### config.mk
export PLATFORM = sky130hd
export DESIGN_NAME = mem_arbiter
export DESIGN_NICKNAME = d
export VERILOG_FILES = /design/src/rtl/mem_arbiter.sv
export SDC_FILE = /design/constraint.sdc
export NUM_CORES = 1
export LEC_CHECK = 0
export BUFFER_PORTS_ARGS = -buffer_cell sky130_fd_sc_hd__buf_2
export CELL_PAD_IN_SITES_DETAIL_PLACEMENT = 0
export CELL_PAD_IN_SITES_GLOBAL_PLACEMENT = 1
export CORE_ASPECT_RATIO = 0.6
export CORE_MARGIN = 1
export CORE_UTILIZATION = 27
export CTS_BUF_LIST = sky130_fd_sc_hd__clkbuf_4 sky130_fd_sc_hd__clkbuf_8
export CTS_CLUSTER_SIZE = 8
export DETAILED_ROUTE_END_ITERATION = 10
export GPL_ROUTABILITY_DRIVEN = 1
export PLACE_DENSITY = 0.85
export SLEW_MARGIN = 10
export SYNTH_ARGS = -nofsm -noshare
export SYNTH_HDL_FRONTEND = slang
export SYNTH_SLANG_ARGS = --single-unit
### constraint.sdc
create_clock -name clk -period 1.85 [get_ports clk]
set_clock_uncertainty 0.2 [all_clocks]
set_input_delay 0.2775 -clock clk [delete_from_list [all_inputs] [get_ports clk]]
set_output_delay 0.2775 -clock clk [all_outputs]
set_load 0.03 [all_outputs]
### src/rtl/mem_arbiter.sv
// Grant FSM sharing one memory4c between I-cache fills, D-cache fills
// and D-cache write-through, with word-tagged fill return routing.
module mem_arbiter #(
    parameter int MEM_LATENCY = 4
) (
    input  logic        clk,
    input  logic        rst,
    input  logic        i_req,
    input  logic [15:0] i_addr,
    input  logic        d_req,
    input  logic [15:0] d_addr,
    input  logic        w_req,
    input  logic [15:0] w_addr,
    input  logic [15:0] w_data,
    output logic        i_busy,
    output logic        d_busy,
    output logic        i_fill_valid,
    output logic        d_fill_valid,
    output logic [2:0]  fill_word,
    output logic [15:0] fill_data,
    output logic        i_done,
    output logic        d_done,
    output logic        w_ack,
    output logic [15:0] mem_addr,
    output logic [15:0] mem_data_in,
    output logic        mem_enable,
    output logic        mem_wr,
    input  logic [15:0] mem_data_out,
    input  logic        mem_data_valid
);

    typedef enum logic [1:0] {
        IDLE,
        WRITE,
        FILL_I,
        FILL_D
    } state_t;

    state_t      state;
    logic [3:0]  iss;
    logic [2:0]  rcv;
    logic [11:0] base;
    logic        lastFill;
    logic        guardI;
    logic        guardD;
    logic [15:0] memAddr;
    logic        memEnable;
    logic        memWr;
    logic        wAck;

    logic iElig;
    logic dElig;
    logic grantD;
    logic iFill;
    logic dFill;
    logic lastWord;

    // Line offset bits and the latency parameter are not used here.
    logic unusedBits;
    assign unusedBits = ^{i_addr[3:0], d_addr[3:0]} ^ (MEM_LATENCY == 0);

    assign iElig    = i_req & ~guardI;
    assign dElig    = d_req & ~guardD;
    assign grantD   = dElig & (~iElig | lastFill);

    assign iFill    = (state == FILL_I) & mem_data_valid;
    assign dFill    = (state == FILL_D) & mem_data_valid;
    assign lastWord = (rcv == 3'd7);

    assign i_fill_valid = iFill;
    assign d_fill_valid = dFill;
    assign i_done       = iFill & lastWord;
    assign d_done       = dFill & lastWord;
    assign i_busy       = i_req & ~i_done;
    assign d_busy       = d_req & ~d_done;
    assign fill_word    = rcv;
    assign fill_data    = mem_data_out;

    assign mem_addr    = memAddr;
    assign mem_enable  = memEnable;
    assign mem_wr      = memWr;
    assign mem_data_in = w_data;
    assign w_ack       = wAck;

    always_ff @(posedge clk) begin
        if (rst) begin
            state     <= IDLE;
            iss       <= '0;
            rcv       <= '0;
            base      <= '0;
            lastFill  <= 1'b1;
            guardI    <= 1'b0;
            guardD    <= 1'b0;
            memAddr   <= '0;
            memEnable <= 1'b0;
            memWr     <= 1'b0;
            wAck      <= 1'b0;
        end else begin
            memEnable <= 1'b0;
            memWr     <= 1'b0;
            wAck      <= 1'b0;
            unique case (state)
                IDLE: begin
                    guardI <= 1'b0;
                    guardD <= 1'b0;
                    if (w_req) begin
                        state     <= WRITE;
                        memEnable <= 1'b1;
                        memWr     <= 1'b1;
                        memAddr   <= w_addr;
                        wAck      <= 1'b1;
                    end else if (grantD) begin
                        state     <= FILL_D;
                        base      <= d_addr[15:4];
                        memEnable <= 1'b1;
                        memAddr   <= {d_addr[15:4], 4'h0};
                        iss       <= 4'd1;
                    end else if (iElig) begin
                        state     <= FILL_I;
                        base      <= i_addr[15:4];
                        memEnable <= 1'b1;
                        memAddr   <= {i_addr[15:4], 4'h0};
                        iss       <= 4'd1;
                    end
                end
                WRITE: begin
                    state <= IDLE;
                end
                FILL_I, FILL_D: begin
                    // iss holds the index of the next read to present.
                    if (!iss[3]) begin
                        memEnable <= 1'b1;
                        memAddr   <= {base, iss[2:0], 1'b0};
                        iss       <= iss + 4'd1;
                    end
                    if (mem_data_valid) begin
                        rcv <= rcv + 3'd1;
                        if (lastWord) begin
                            state    <= IDLE;
                            iss      <= '0;
                            rcv      <= '0;
                            lastFill <= (state == FILL_I);
                            guardI   <= (state == FILL_I);
                            guardD   <= (state == FILL_D);
                        end
                    end
                end
                default: begin
                    state <= IDLE;
                end
            endcase
        end
    end

endmodule

==> results of run 1 <==
-- placed cells by master (no fill, tap or decap), types with 2 or more instances in the layout --
cell	instances
a2111oi_2	9
a2111oi_4	4
a211o_1	2
a21oi_1	6
a221oi_1	2
a222oi_1	3
a31oi_1	13
and2_1	2
and3_1	14
buf_12	5
buf_2	70
buf_4	29
clkbuf_8	6
dfxtp_1	36
dfxtp_2	4
dfxtp_4	2
ha_4	2
inv_1	2
nand2_1	44
nand2b_1	3
nand3_1	5
nor2_1	9
nor2b_1	2
nor3_1	6
o21ai_0	15
o22ai_1	13
o32ai_1	12
or3b_4	2
xor2_1	2
-- worst paths after layout --
kind / depth (start not counted) / start / endpoint
worst min-delay path: 3 / d_addr[12] / base[8]$_SDFFE_PP0P_
worst max-delay path: 6 / fill_word[0]$_SDFFE_PP0P_ / d_busy
worst min register to register: 2 / mem_addr[13]$_SDFFE_PP0P_ / mem_addr[13]$_SDFFE_PP0P_
worst max register to register: 4 / lastFill$_SDFFE_PP1P_ / mem_addr[6]$_SDFFE_PP0P_
-- repair_timing --
action / CTS / global route
gates resized for setup: 21 / 26
pin swaps: 2 / 7
hold endpoints to repair: 0 / 0
setup buffers: 2 / 5
endpoints found under the setup margin: 20 / 22
cloned: 0 / 2
-- flip-flops by register name, summed over array words and instances, names as in the netlist --
register	count
w_ack	1
iss	4
mem_addr	16
state	2
guardI	1
fill_word	3
lastFill	1
base	12
mem_enable	1
guardD	1
-- cell type report --
cell class                 count  area (um^2)  share of cell area
multi-input combinational    188         1340               0.426
sequential                    42          853               0.272
timing repair buffer         106          704               0.224
tap                          108          135              0.0430
clock buffer                   7         90.1              0.0287
inverter                       4         15.0             0.00478
clock inverter                 1         5.00             0.00159
-- routing by layer --
layer | track usage | up-vias | part of all wire
met2 | 0.247 | 118 | 0.41
met5 | 0 | - | 0
li1 | - | 1149 | -
met3 | 0.0537 | 12 | 0.086
met1 | 0.242 | 1187 | 0.49
met4 | 0.0549 | 0 | 0.014
-- power by group through the flow --
| stage | combinational (W) | sequential (W) | clock (W) |
|---|---|---|---|
| after floorplan | 0.000430 | 0.00116 | 0 |
| after global placement | 0.000673 | 0.00107 | 0 |
| after detailed placement | 0.000683 | 0.00107 | 0 |
| after CTS | 0.000699 | 0.00105 | 0.000658 |
| after global routing | 0.000849 | 0.00106 | 0.000706 |
| final | 0.000785 | 0.00105 | 0.000653 |
-- logic make-up (layout without fill, tap and decap cells) --
logic type                 Yosys count  count (layout)  share of synthesized area
AOI/OAI and AO/OA                   86              86                      0.271
xor gates and xnor gates             2               2                    0.00752
adders and majority gates            3               3                     0.0161
buffers and inverters               56             118                      0.149
DFF                                 42              42                      0.361
and+or+nand+nor                     96              97                      0.195
-- through the flow --
step | cells | instance area, um^2 | TNS [ps] | hold slack, ps | util
6_report | 456 | 3140 | -259 | 34.7 | 0.388
5_1_grt | 456 | 3140 | -525 | 39.1 | 0.388
4_1_cts | 449 | 2940 | -260 | 32.3 | 0.363
3_5_place_dp | 439 | 2760 | -587 | 254 | 0.341
3_3_place_gp | 439 | 2760 | -472 | 252 | 0.341
2_1_floorplan | 285 | 2350 | -11.2 | 230 | -
-- critical path: cells and delay by family (launching register included) --
kind | cells | cell delay (ps)
adder cells (fa/ha/maj) | 2 | 320
buffers and inverters | 1 | 130
flip-flops | 1 | 340
AND/OR/NAND/NOR | 3 | 410
==> key figures, run 1 <==
Synth
  – Synth Register Bits: between 40 and 50
  – Yosys cell types: 39
  – Main synth FF type: dfxtp_1
  – Syn avg cell area: 8.17 um^2
  – Synth cell count leaders: 44 x nand2_1, 42 x dfxtp_1, 33 x buf_4, 15 x and3_1, 15 x o21ai_0
  – Net count after synthesis: approximately 370
  – Top-count cell post-synth: nand2_1
  – Mapped Cells: 285
  – Mapped Area: 2330 um^2
  – Ys async rst share: 0
  – Yosys top cell area share: 0.361
  – Number of flops mapped to enable cells by yosys: 0
  – Post-synthesis sequential area ratio: 0.361
  – Yosys warns: 0
  – Synth area leaders: dfxtp_1 36%, buf_4 11%, nand2_1 7.1%
  – Largest area contributor in the netlist: dfxtp_1

Floorplan
  – Core area: 8100 um^2
  – IO Pins: 146
  – Die width: 122 um
  – Row count: 25
  – Die height: 74.0 um
  – Die Footprint: 9020 um^2
  – Initial Util: 0.288

Critical path
  – Crit Path Category: reg -> out
  – Crit-path most repeated cell: ha_4
  – Critical path's slowest cell: dfxtp_2
  – CP Launch Type: flop
  – Worst Setup End Kind: primary output
  – Crit-path max cell delay: around 340 ps
  – Worst endpoint required time: 1370 ps
  – Crit-path max FO: 3
  – Crit path DAT: about 1500 ps
  – Worst R2R Setup Slack: ~40 ps
  – Critical-path cell list: ha_4 -> ha_4 -> and3_4 -> and2_4 -> nor2b_4 -> buf_6

Power
  – Static leakage: 1.34 nW
  – Pwr/cell area: 792 nW/um^2
  – NetSw: 0.000853 W
  – VDD IR-drop max: 0.277 mV
  – Sequential Power Share: 0.422
  – Net Sw Frac: 0.343
  – Logic gate share of total power: 0.315
  – Internal power: 0.00163 W
  – Post-route total power: 0.00249 W
  – Clock power share: 0.263

CTS
  – CTS clk-pin slew, worst paths: 80 ps
  – Later-pin clock latency in the skew report: approximately 310 ps
  – Clock Path Buffers: 2
  – Clk root buf: clkbuf_8
  – Num Clock Sinks: 42
  – Htree depth: 2
  – CTS Hold Bufs: 0
  – Clock tree from TritonCTS: done
  – TritonCTS Buffers: 5

Min path
  – Tightest Hold Check Type: in -> reg

Detailed routing
  – DR DRC count: 0
  – Routed via count: approximately 2500
  – Detailed Route WL: 7.87 mm
  – Vias per cell: 5.41
  – Post-DR wirelength/cell: approximately 17 um
  – Initial DRC count: 160
  – Routed Antenna Nets: 0
  – DR pass1 iterations: 5

Run status
  – Failing checks: setup timing
  – Status: finished with violations

Final layout
  – Nets: 436
  – Syn-to-layout area delta: 34.8%
  – Diode count: 0
  – Layout fillers: 832
  – Layout cell share with drive strength beyond 1: 0.425

Timing
  – Setup violators final: 3
  – PnR worst setup slack: -140 ps
  – Final Hold Fails: 0
  – Worst slew pin tran: 410 ps
  – Unrepaired setup endpoints after global routing: yes
  – Fin crit share: 1.08
  – Fmax: between 0.5 and 0.6 GHz
  – Max-slew violation count: 0
  – Rel. slew slack: 0.727
  – Final min period: 1990 ps

Placed design
  – Gp weighted congestion: roughly 0.82
  – Pre-CTS setup slack: -95.1 ps
  – Port bufs: 73
  – Detailed Place HPWL: 5.33 mm

Global routing
  – Gr ovfl total: 0
  – Largest net degree at the start of global routing: 27
  – Vias in the first global route: 2379
  – Tot GR Track Use: 0.172
  – Initial antenna violation count: 0
  – First-pass GRT wire length: 11.9 mm

Run
  – Max-cap violations: 0
Note: power is estimated with default switching activity, not from simulation.
==> run 2: changes to the inputs <==
Settings changed: BUFFER_PORTS_ARGS -buffer_cell sky130_fd_sc_hd__buf_2 to default, CORE_UTILIZATION 27 to 40, DONT_BUFFER_PORTS from default to 1, PLACE_DENSITY 0.85 to 0.84.
==> key figures, run 2 (same netlist as run 1, synthesis figures left out) <==
Run status
  – Status: finished with violations
  – Failing checks: setup timing

CTS
  – Later-pin clock latency in the skew report: just under 300 ps
  – Clock tree from TritonCTS: done
  – Clock Path Buffers: 2
  – TritonCTS Buffers: 5
  – Htree depth: 2
  – Clk root buf: clkbuf_8
  – CTS clk-pin slew, worst paths: 80 ps
  – Num Clock Sinks: 42

Critical path
  – Worst Setup End Kind: primary output
  – Critical Path Source: fill_word[1]$_SDFFE_PP0P_
  – CP Launch Type: flop
  – Worst Path Buf+Inv: 0
  – FF-to-FF Start: state[1]$_SDFFE_PP0P_
  – Critical-path cell list: ha_4 -> ha_4 -> and3_4 -> and2_4 -> nor2b_4
  – Critical R2R Capture: mem_addr[12]$_SDFFE_PP0P_
  – Crit-path max cell delay: 340 ps
  – Worst endpoint required time: 1370 ps
  – Top delay family on crit path: simple AND/OR/NAND/NOR gates
  – Critical path's slowest cell: dfxtp_2
  – Worst reg2reg path depth: 6
  – CP Depth: 5
  – Crit-path max FO: 4
  – Worst R2R Setup Slack: 10 ps
  – Crit Path Category: reg -> out
  – Crit path DAT: ~1500 ps
  – Crit-path most repeated cell: ha_4
  – CP Capture Point: d_busy

Floorplan
  – Die height: 61.1 um
  – Die Footprint: roughly 6100 um^2
  – Row count: 21
  – Initial Util: 0.416
  – Die width: 101 um
  – Core area: approximately 5600 um^2
  – IO Pins: around 150

Final layout
  – Most common cell after layout, fill and taps aside: nand2_1
  – Nets: 399
  – Layout fillers: 510
  – Most frequent cells in the layout: 43 x nand2_1, 38 x dfxtp_1, 34 x buf_4
  – Largest register FFs: 16
  – Syn-to-layout area delta: 28.9%
  – Register Area: 848 um^2
  – Area of the multi-input gates: 1330 um^2
  – Layout cell share with drive strength beyond 1: 0.258
  – Diode count: 0

Detailed routing
  – Routed via count: 2333
  – Detailed Route WL: 7.53 mm
  – Routed Antenna Nets: 0
  – DR pass1 iterations: 6
  – Initial DRC count: approximately 170
  – Post-DR wirelength/cell: between 15 and 20 um
  – DR DRC count: 0
  – Vias per cell: 5.98

Power
  – Pwr/cell area: 774 nW/um^2
  – VDD IR-drop max: 0.362 mV
  – Static leakage: 1.17 nW

Timing
  – Worst hold slack: 11.8 ps
  – Fmax: between 0.5 and 0.6 GHz
  – Worst slew pin tran: 569 ps
  – Setup violators final: 4
  – Setup TNS: -307 ps
  – Fin crit share: 1.07
  – PnR worst setup slack: -126 ps
  – Final min period: 1980 ps
  – Max-slew violation count: 0
  – Unrepaired setup endpoints after global routing: yes
  – Rel. slew slack: 0.620
  – Final Hold Fails: 0

Placed design
  – Gp weighted congestion: between 0.8 and 0.9
  – Pre-CTS setup slack: -53.5 ps
  – Detailed Place HPWL: 4.71 mm
  – Port bufs: 0

Run
  – Max-cap violations: 0

Global routing
  – First-pass GRT wire length: 11.0 mm
  – Largest net degree at the start of global routing: 23
  – Tot GR Track Use: 0.237
  – Vias in the first global route: 2177
  – Gr ovfl total: 0
  – Initial antenna violation count: 0

Min path
  – Tightest Hold Check Type: in -> reg
[run 2: layout make-up]
class / count / area share
multi-input combinational: 188 / 0.442
clock buffer: 7 / 0.0279
timing repair buffer: 69 / 0.209
inverter: 4 / 0.00500
sequential: 42 / 0.283
tap: 80 / 0.0333
[run 2: report_power, final]
part           switching (W)  internal (W)  total (W)
logic               0.000292      0.000268   0.000559
registers           0.000167      0.000993    0.00116
clock network       0.000315      0.000290   0.000605
total               0.000774       0.00155    0.00232
[run 2: worst min-delay path by stage]
stage / slack (ps) / cells after the start / startpoint / endpoint
6_report: 10 / 2 / w_addr[1] / mem_addr[1]$_SDFFE_PP0P_
5_1_grt: 40 / 2 / w_addr[2] / mem_addr[2]$_SDFFE_PP0P_
4_1_cts: 0.8 / 2 / w_addr[1] / mem_addr[1]$_SDFFE_PP0P_
3_5_place_dp: 150 / 1 / rst / fill_word[1]$_SDFFE_PP0P_
3_3_place_gp: 140 / 1 / rst / fill_word[1]$_SDFFE_PP0P_
2_1_floorplan: 230 / 2 / d_addr[14] / base[10]$_SDFFE_PP0P_
[run 2: metrics by stage]
stage               area, um^2  instances  utilization  total power, W
global placement          2390        346        0.428         0.00162
finish                    3000        390        0.537         0.00232
global route              3000        390        0.537         0.00243
floorplan                 2350        285            -         0.00160
CTS                       2840        382        0.507         0.00228
detailed placement        2390        346        0.428         0.00162
[run 2: worst register-to-register path, cell delays in order, from the launching register on]
cell and delay [ps]:
dfxtp_4 360, buf_4 150, nor2_1 200, a21boi_2 220, o21ai_1 110, buf_4 180
o32ai_1 330
[run 2: repair_timing]
action	in CTS	in global routing
resized for setup	19	25
pin swaps	0	5
setup buffers	0	6
cloned	0	2
endpoints found under the hold margin	24	0
hold buffers	29	0
setup endpoints to repair	12	21
[run 2: layer usage]
metal  vias up  GRT usage  part of all wire
met2       123      0.352              0.43
met4         0     0.0911            0.0084
li1       1080          -                 -
met3        10     0.0670             0.094
met1      1120      0.330              0.47
met5         -          0                 0
